--- src/rtl/stage_sequencer_unit_if.sv ---
// Control bus between the stage sequencer and its surroundings: start/opcode/
// mem_ready in, datapath strobes and status out.
interface stage_sequencer_unit_if;
    logic       start;
    logic [2:0] opcode;
    logic       mem_ready;

    logic       PCWrite;
    logic       IRWrite;
    logic       RegWrite;
    logic       MemRead;
    logic       MemWrite;
    logic       ALUSrc;
    logic       ALUOp;
    logic       MemToReg;

    logic       busy;
    logic       halted;
    logic       illegal;
    logic       mem_timeout;
    logic [2:0] state;
    logic [7:0] retired;

    // Side that issues start/opcode and answers memory requests
    modport master (
        output start, opcode, mem_ready,
        input  PCWrite, IRWrite, RegWrite, MemRead, MemWrite, ALUSrc, ALUOp, MemToReg,
        input  busy, halted, illegal, mem_timeout, state, retired
    );

    // The sequencer itself
    modport slave (
        input  start, opcode, mem_ready,
        output PCWrite, IRWrite, RegWrite, MemRead, MemWrite, ALUSrc, ALUOp, MemToReg,
        output busy, halted, illegal, mem_timeout, state, retired
    );
endinterface

--- src/rtl/stage_sequencer_unit.sv ---
// Multi-cycle instruction stage sequencer: FETCH/DECODE/EXECUTE/MEMORY/WRITEBACK
// control FSM with memory-wait timeout, sticky error flags and a retire counter.
module stage_sequencer_unit #(
    parameter int MEM_WAIT_MAX = 15
) (
    input  logic                  clock,
    input  logic                  reset,
    stage_sequencer_unit_if.slave bus
);

    typedef enum logic [2:0] {
        S_IDLE      = 3'd0,
        S_FETCH     = 3'd1,
        S_DECODE    = 3'd2,
        S_EXECUTE   = 3'd3,
        S_MEMORY    = 3'd4,
        S_WRITEBACK = 3'd5,
        S_HALTED    = 3'd6
    } state_e;

    localparam logic [2:0] OP_ADD  = 3'b000;
    localparam logic [2:0] OP_SUB  = 3'b001;
    localparam logic [2:0] OP_ADDI = 3'b010;
    localparam logic [2:0] OP_LW   = 3'b011;
    localparam logic [2:0] OP_SW   = 3'b100;
    localparam logic [2:0] OP_IL5  = 3'b101;
    localparam logic [2:0] OP_IL6  = 3'b110;
    localparam logic [2:0] OP_HALT = 3'b111;

    // Last wait count before the timeout fires (the MEM_WAIT_MAX-th stalled cycle)
    localparam logic [7:0] WAIT_LAST = 8'(MEM_WAIT_MAX - 1);

    state_e     state_q, state_d;
    logic [2:0] op_q, op_d;
    logic [7:0] wait_q, wait_d;
    logic [7:0] retired_q, retired_d;
    logic       illegal_q, illegal_d;
    logic       timeout_q, timeout_d;

    logic pcwrite_c, irwrite_c, regwrite_c, memread_c, memwrite_c, memtoreg_c;
    logic alusrc_c, aluop_c, alu_phase_c;

    // State, latched opcode, wait counter, retire counter and sticky flags
    always_ff @(posedge clock or posedge reset) begin
        if (reset) begin
            state_q   <= S_IDLE;
            op_q      <= OP_ADD;
            wait_q    <= '0;
            retired_q <= '0;
            illegal_q <= 1'b0;
            timeout_q <= 1'b0;
        end else begin
            state_q   <= state_d;
            op_q      <= op_d;
            wait_q    <= wait_d;
            retired_q <= retired_d;
            illegal_q <= illegal_d;
            timeout_q <= timeout_d;
        end
    end

    // Next-state and strobe decode; start is only looked at in IDLE so it never
    // reaches an output, and mem_ready only matters in MEMORY
    always_comb begin
        state_d    = state_q;
        op_d       = op_q;
        wait_d     = '0;
        illegal_d  = illegal_q;
        timeout_d  = timeout_q;
        pcwrite_c  = 1'b0;
        irwrite_c  = 1'b0;
        regwrite_c = 1'b0;
        memread_c  = 1'b0;
        memwrite_c = 1'b0;
        memtoreg_c = 1'b0;

        case (state_q)
            S_IDLE: begin
                if (bus.start) begin
                    state_d = S_FETCH;
                end
            end

            S_FETCH: begin
                irwrite_c = 1'b1;
                state_d   = S_DECODE;
            end

            S_DECODE: begin
                // The instruction register was loaded at the end of FETCH, so
                // the opcode input is valid here and is captured for later stages
                op_d = bus.opcode;
                case (bus.opcode)
                    OP_HALT: begin
                        state_d = S_HALTED;
                    end
                    OP_IL5, OP_IL6: begin
                        illegal_d = 1'b1;
                        pcwrite_c = 1'b1;
                        state_d   = S_FETCH;
                    end
                    default: begin
                        state_d = S_EXECUTE;
                    end
                endcase
            end

            S_EXECUTE: begin
                if (op_q == OP_LW || op_q == OP_SW) begin
                    state_d = S_MEMORY;
                end else begin
                    state_d = S_WRITEBACK;
                end
            end

            S_MEMORY: begin
                memread_c  = (op_q == OP_LW);
                memwrite_c = (op_q == OP_SW);
                if (bus.mem_ready) begin
                    if (op_q == OP_LW) begin
                        state_d = S_WRITEBACK;
                    end else begin
                        pcwrite_c = 1'b1;
                        state_d   = S_FETCH;
                    end
                end else if (wait_q == WAIT_LAST) begin
                    // Abort without touching PC or registers
                    timeout_d = 1'b1;
                    state_d   = S_HALTED;
                end else begin
                    wait_d = wait_q + 8'd1;
                end
            end

            S_WRITEBACK: begin
                regwrite_c = 1'b1;
                pcwrite_c  = 1'b1;
                memtoreg_c = (op_q == OP_LW);
                state_d    = S_FETCH;
            end

            S_HALTED: begin
                state_d = S_HALTED;
            end

            default: begin
                // Unused encoding 7 recovers to IDLE
                state_d = S_IDLE;
            end
        endcase

        retired_d = pcwrite_c ? retired_q + 8'd1 : retired_q;
    end

    // ALU selects follow the latched opcode from EXECUTE through WRITEBACK
    always_comb begin
        alu_phase_c = (state_q == S_EXECUTE) || (state_q == S_MEMORY) ||
                      (state_q == S_WRITEBACK);
        aluop_c     = alu_phase_c && (op_q == OP_SUB);
        alusrc_c    = alu_phase_c &&
                      ((op_q == OP_ADDI) || (op_q == OP_LW) || (op_q == OP_SW));
    end

    assign bus.PCWrite     = pcwrite_c;
    assign bus.IRWrite     = irwrite_c;
    assign bus.RegWrite    = regwrite_c;
    assign bus.MemRead     = memread_c;
    assign bus.MemWrite    = memwrite_c;
    assign bus.MemToReg    = memtoreg_c;
    assign bus.ALUOp       = aluop_c;
    assign bus.ALUSrc      = alusrc_c;
    assign bus.busy        = (state_q >= S_FETCH) && (state_q <= S_WRITEBACK);
    assign bus.halted      = (state_q == S_HALTED);
    assign bus.illegal     = illegal_q;
    assign bus.mem_timeout = timeout_q;
    assign bus.state       = state_q;
    assign bus.retired     = retired_q;

endmodule

--- src/flat_wrapper.sv ---
// flat-port wrapper written by rule: the top's interface ports become plain ports
module stage_sequencer_unit_flat 
#(
    parameter int MEM_WAIT_MAX = 15
)
  (clock, reset, bus_start, bus_opcode, bus_mem_ready, bus_PCWrite, bus_IRWrite, bus_RegWrite, bus_MemRead, bus_MemWrite, bus_ALUSrc, bus_ALUOp, bus_MemToReg, bus_busy, bus_halted, bus_illegal, bus_mem_timeout, bus_state, bus_retired);
  stage_sequencer_unit_if bus_i ();
  input  logic clock;
  input  logic reset;
  input wire logic [$bits(bus_i.start)-1:0] bus_start;
  input wire logic [$bits(bus_i.opcode)-1:0] bus_opcode;
  input wire logic [$bits(bus_i.mem_ready)-1:0] bus_mem_ready;
  output wire logic [$bits(bus_i.PCWrite)-1:0] bus_PCWrite;
  output wire logic [$bits(bus_i.IRWrite)-1:0] bus_IRWrite;
  output wire logic [$bits(bus_i.RegWrite)-1:0] bus_RegWrite;
  output wire logic [$bits(bus_i.MemRead)-1:0] bus_MemRead;
  output wire logic [$bits(bus_i.MemWrite)-1:0] bus_MemWrite;
  output wire logic [$bits(bus_i.ALUSrc)-1:0] bus_ALUSrc;
  output wire logic [$bits(bus_i.ALUOp)-1:0] bus_ALUOp;
  output wire logic [$bits(bus_i.MemToReg)-1:0] bus_MemToReg;
  output wire logic [$bits(bus_i.busy)-1:0] bus_busy;
  output wire logic [$bits(bus_i.halted)-1:0] bus_halted;
  output wire logic [$bits(bus_i.illegal)-1:0] bus_illegal;
  output wire logic [$bits(bus_i.mem_timeout)-1:0] bus_mem_timeout;
  output wire logic [$bits(bus_i.state)-1:0] bus_state;
  output wire logic [$bits(bus_i.retired)-1:0] bus_retired;
  assign bus_i.start = bus_start;
  assign bus_i.opcode = bus_opcode;
  assign bus_i.mem_ready = bus_mem_ready;
  assign bus_PCWrite = bus_i.PCWrite;
  assign bus_IRWrite = bus_i.IRWrite;
  assign bus_RegWrite = bus_i.RegWrite;
  assign bus_MemRead = bus_i.MemRead;
  assign bus_MemWrite = bus_i.MemWrite;
  assign bus_ALUSrc = bus_i.ALUSrc;
  assign bus_ALUOp = bus_i.ALUOp;
  assign bus_MemToReg = bus_i.MemToReg;
  assign bus_busy = bus_i.busy;
  assign bus_halted = bus_i.halted;
  assign bus_illegal = bus_i.illegal;
  assign bus_mem_timeout = bus_i.mem_timeout;
  assign bus_state = bus_i.state;
  assign bus_retired = bus_i.retired;
  stage_sequencer_unit #(.MEM_WAIT_MAX(MEM_WAIT_MAX)) u_core (.clock(clock), .reset(reset), .bus(bus_i));
endmodule
--- config.mk ---
export PLATFORM = sky130hd
export DESIGN_NAME = stage_sequencer_unit_flat
export DESIGN_NICKNAME = d
export VERILOG_FILES = /design/src/rtl/stage_sequencer_unit_if.sv /design/src/rtl/stage_sequencer_unit.sv /design/src/flat_wrapper.sv
export SDC_FILE = /design/constraint.sdc
export NUM_CORES = 1
export LEC_CHECK = 0
export CAP_MARGIN = 20
export CORE_MARGIN = 2
export CORE_UTILIZATION = 46
export DETAILED_ROUTE_END_ITERATION = 7
export DONT_BUFFER_PORTS = 1
export PLACE_DENSITY = 0.58
export SLEW_MARGIN = 20
export SYNTH_ARGS = -nofsm -noshare
export SYNTH_HDL_FRONTEND = slang
export SYNTH_SLANG_ARGS = --single-unit
--- constraint.sdc ---
create_clock -name clock -period 1.75 [get_ports clock]
set_input_delay 0.175 -clock clock [delete_from_list [all_inputs] [get_ports clock]]
set_output_delay 0.175 -clock clock [all_outputs]
set_load 0.05 [all_outputs]
==> metrics.md <==
| Metric | Value |
|---|---|
| Outcome | complete, but fails checks |
| Failing checks | setup timing |
| Layout Nets | 182 |
| Unrepaired setup endpoints after global routing | yes |
| Critical path launch point type | flop |
| Sequential share of the synthesized area | 0.466 |
| Hold Path Class | input pin to flop |
| Synthesized instance count | 125 |
| Sinks on Clock Net | 24 |
| Fmax | 540 MHz |
| Yosys warning total | 0 |
| Critical Path End | bus_ALUOp |
| Most common cell after layout, fill and taps aside | buf_4 |
| 1st-iter DRT viols | 46 |
| Critical path origin | u_core.bus.state[2]$_DFFE_PP0P_ |
| Fillers | 210 |
| Hpwl dp | 2.13 mm |
| Clk Latency, worst-skew pair | around 0.30 ns |
| Final Skew | 0.00421 ns |
| Avg Inst Size Synth | 10.3 sq um |
| ANT nets after route | 0 |
| Worst flop-to-flop path startpoint | u_core.bus.state[0]$_DFFE_PP0P_ |
| Vias per cell | between 5 and 6 |
| # setup viols final | 3 |
| Mapped Nets | about 140 |
| Grt ovf | 0 |
| Final min period | 1.85 ns |
| Worst reg2reg path depth | 6 |
| 1st-pass router iterations | 6 |
| Flops & latches, synth | 24 |
| Worst hold slack | between 0.015 and 0.02 ns |
| Dpl ws | roughly 0.0056 ns |
| Tcrit/Tclk final | 1.06 |
| Clock buffer count from CTS | 3 |
| CP required | 1.57 ns |
| Total track usage | 0.198 |
| # DRC | 0 |
| First-pass GRT wire length | 5.12 mm |
| Layout area overhead | 50.0% |
| Initial antenna violation count | 0 |
| Post-route setup slack | -0.100 ns |
| Final slew viol count | 0 |
| Largest net degree at the start of global routing | 19 |
| Crit path capture type | output pin |
| Chip height | 56.9 um |
| Io pins | 30 |
| CTS tree | done |
| Row count | 19 |
| Yosys cell types | 37 |
| Worst-Margin Slew | roughly 0.65 ns |
| Synth Cell Area | 0.00129 sq mm |
| Crit path DAT | 1.68 ns |
| Hold Vio Cnt, Final | 0 |
| Crit Path Category | flop to output pin |
| Inserted Diodes | 0 |
| Peak VDD IR | between 0.0015 and 0.002 V |
| DR WL/cell | 15.6 um |
| Placer Congestion | 0.840 |
| Sum Neg Setup Slack | -0.209 ns |
| RR Endpoint | u_core.bus.retired[1]$_DFFE_PP0P_ |
| Die Footprint | 0.00324 sq mm |
| Max Cap Viol | 0 |
| Chip Width | 56.9 um |
| Via count | 1116 |
| WL final | 3.15 mm |
| Vias in the first global route | 1108 |
| Starting Density | 0.475 |
| Longest Clk Path Bufs | 2 |
| Worst R2R Setup Slack | 0.05 ns |
| H-tree Lvls | 1 |
| Leak pwr | 0.857 nW |
| CORE AREA | between 0.002 and 0.003 sq mm |
| PwrDens | 1790 mW/mm^2 |
| I/O Buffers | 0 |
| Crit-path max FO | 8 |
| Relative slew slack | 0.568 |
| Most frequent cells in the layout | buf_4, dfrtp_1, nor2_1 |
| Root buffer cell | clkbuf_4 |
| Worst-path clk slew | 0.12 ns |
| Layout cell share with drive strength beyond 1 | 0.468 |
[synthesized netlist by cell type (all sizes together)]
library cell  number  share of area
dfrtp             24           0.47
buf                1         0.0039
nand3b             1         0.0058
clkbuf             2         0.0058
o21ai              4          0.018
a21oi              5          0.019
a21o               1         0.0058
and3               4          0.019
nand2              5          0.015
nor2              17          0.052
a21boi             1         0.0058
nand3              3          0.012
nor4bb             1         0.0078
nor3               4          0.019
nor4b              3          0.020
inv                5          0.015
xnor2              9          0.061
nand4b             1         0.0068
nor2b              1         0.0049
o211ai             2          0.012
or3                1         0.0049
nor3b              3          0.035
nand2b             3          0.015
ha                 3          0.029
or4                1         0.0058
a221oi             1         0.0068
and2               1         0.0049
xor2               5          0.034
nand4              4          0.019
o2111ai            4          0.027
or2                1         0.0049
mux2               4          0.038
[flip-flops by register name, indices dropped and copies added (netlist names)]
register                flops
u_core.bus.illegal          1
u_core.bus.mem_timeout      1
u_core.bus.retired          8
u_core.bus.state            3
u_core.op_q                 3
u_core.wait_q               8
[worst min-delay path by stage]
stage	start	end	slack, ns	cells after the start
6_report	bus_opcode[0]	u_core.op_q[0]$_DFFE_PP0P_	0.02	1
5_1_grt	bus_opcode[0]	u_core.op_q[0]$_DFFE_PP0P_	0.003	1
4_1_cts	bus_opcode[0]	u_core.op_q[0]$_DFFE_PP0P_	0.004	1
3_5_place_dp	reset	u_core.bus.illegal$_DFFE_PP0P_	0.19	1
3_3_place_gp	reset	u_core.bus.retired[7]$_DFFE_PP0P_	0.19	1
2_1_floorplan	reset	u_core.bus.illegal$_DFFE_PP0P_	0.19	1
[metal layers]
metal / global-route usage / up-vias / share of wire
met1: 0.261 / 534 / 0.42
met4: 0.0698 / 0 / 0.018
met2: 0.340 / 40 / 0.51
met3: 0.0207 / 7 / 0.054
li1: - / 535 / -
met5: 0 / - / 0
[cell type report]
cell class                      instances  area [sq um]  share of cell area
Clock buffer                            4          36.3              0.0188
Inverter                                5          30.0              0.0156
Multi-Input combinational cell         93           787               0.408
Sequential cell                        24           604               0.313
Tap cell                               31          38.8              0.0201
Timing Repair Buffer                   45           434               0.225
[where the power goes]
part	internal (mW)	switching (mW)	total, mW
registers	0.699	0.188	0.887
clock network	0.127	0.153	0.280
logic	1.00	1.29	2.29
total	1.83	1.63	3.46
[timing repair]
action / in CTS / in global routing
buffers inserted: 9 / 9
resized for setup: 10 / 11
setup endpoints to repair: 6 / 14
pin swaps: 4 / 7
hold endpoints to repair: 17 / 0
hold buffers: 1 / 0
cloned: 0 / 1
[through the flow]
stage          area (sq um)  total power [mW]  instances  utilization
4_1_cts                1780              3.14        193        0.657
5_1_grt                1930              3.64        202        0.712
3_5_place_dp           1620              2.64        179        0.597
6_report               1930              3.46        202        0.712
3_3_place_gp           1620              2.61        179        0.597
2_1_floorplan          1380              2.16        125            -
[worst max-delay path: stages (launching register included)]
cell      delay (ns)
dfrtp_2         0.47
buf_12          0.18
nor2_4          0.15
a21boi_4        0.08
nor4b_4         0.31
buf_12          0.18
[logic make-up after synthesis]
kind of cell / Yosys count / synth area share
adders and majority gates: 3 / 0.0292
DFF: 24 / 0.466
buffers and inverters: 8 / 0.0243
muxes: 4 / 0.0379
xor gates and xnor gates: 14 / 0.0952
and+or+nand+nor: 54 / 0.252
AOI/OAI and AO/OA: 18 / 0.0952
Power figures use the tool's default switching activity.
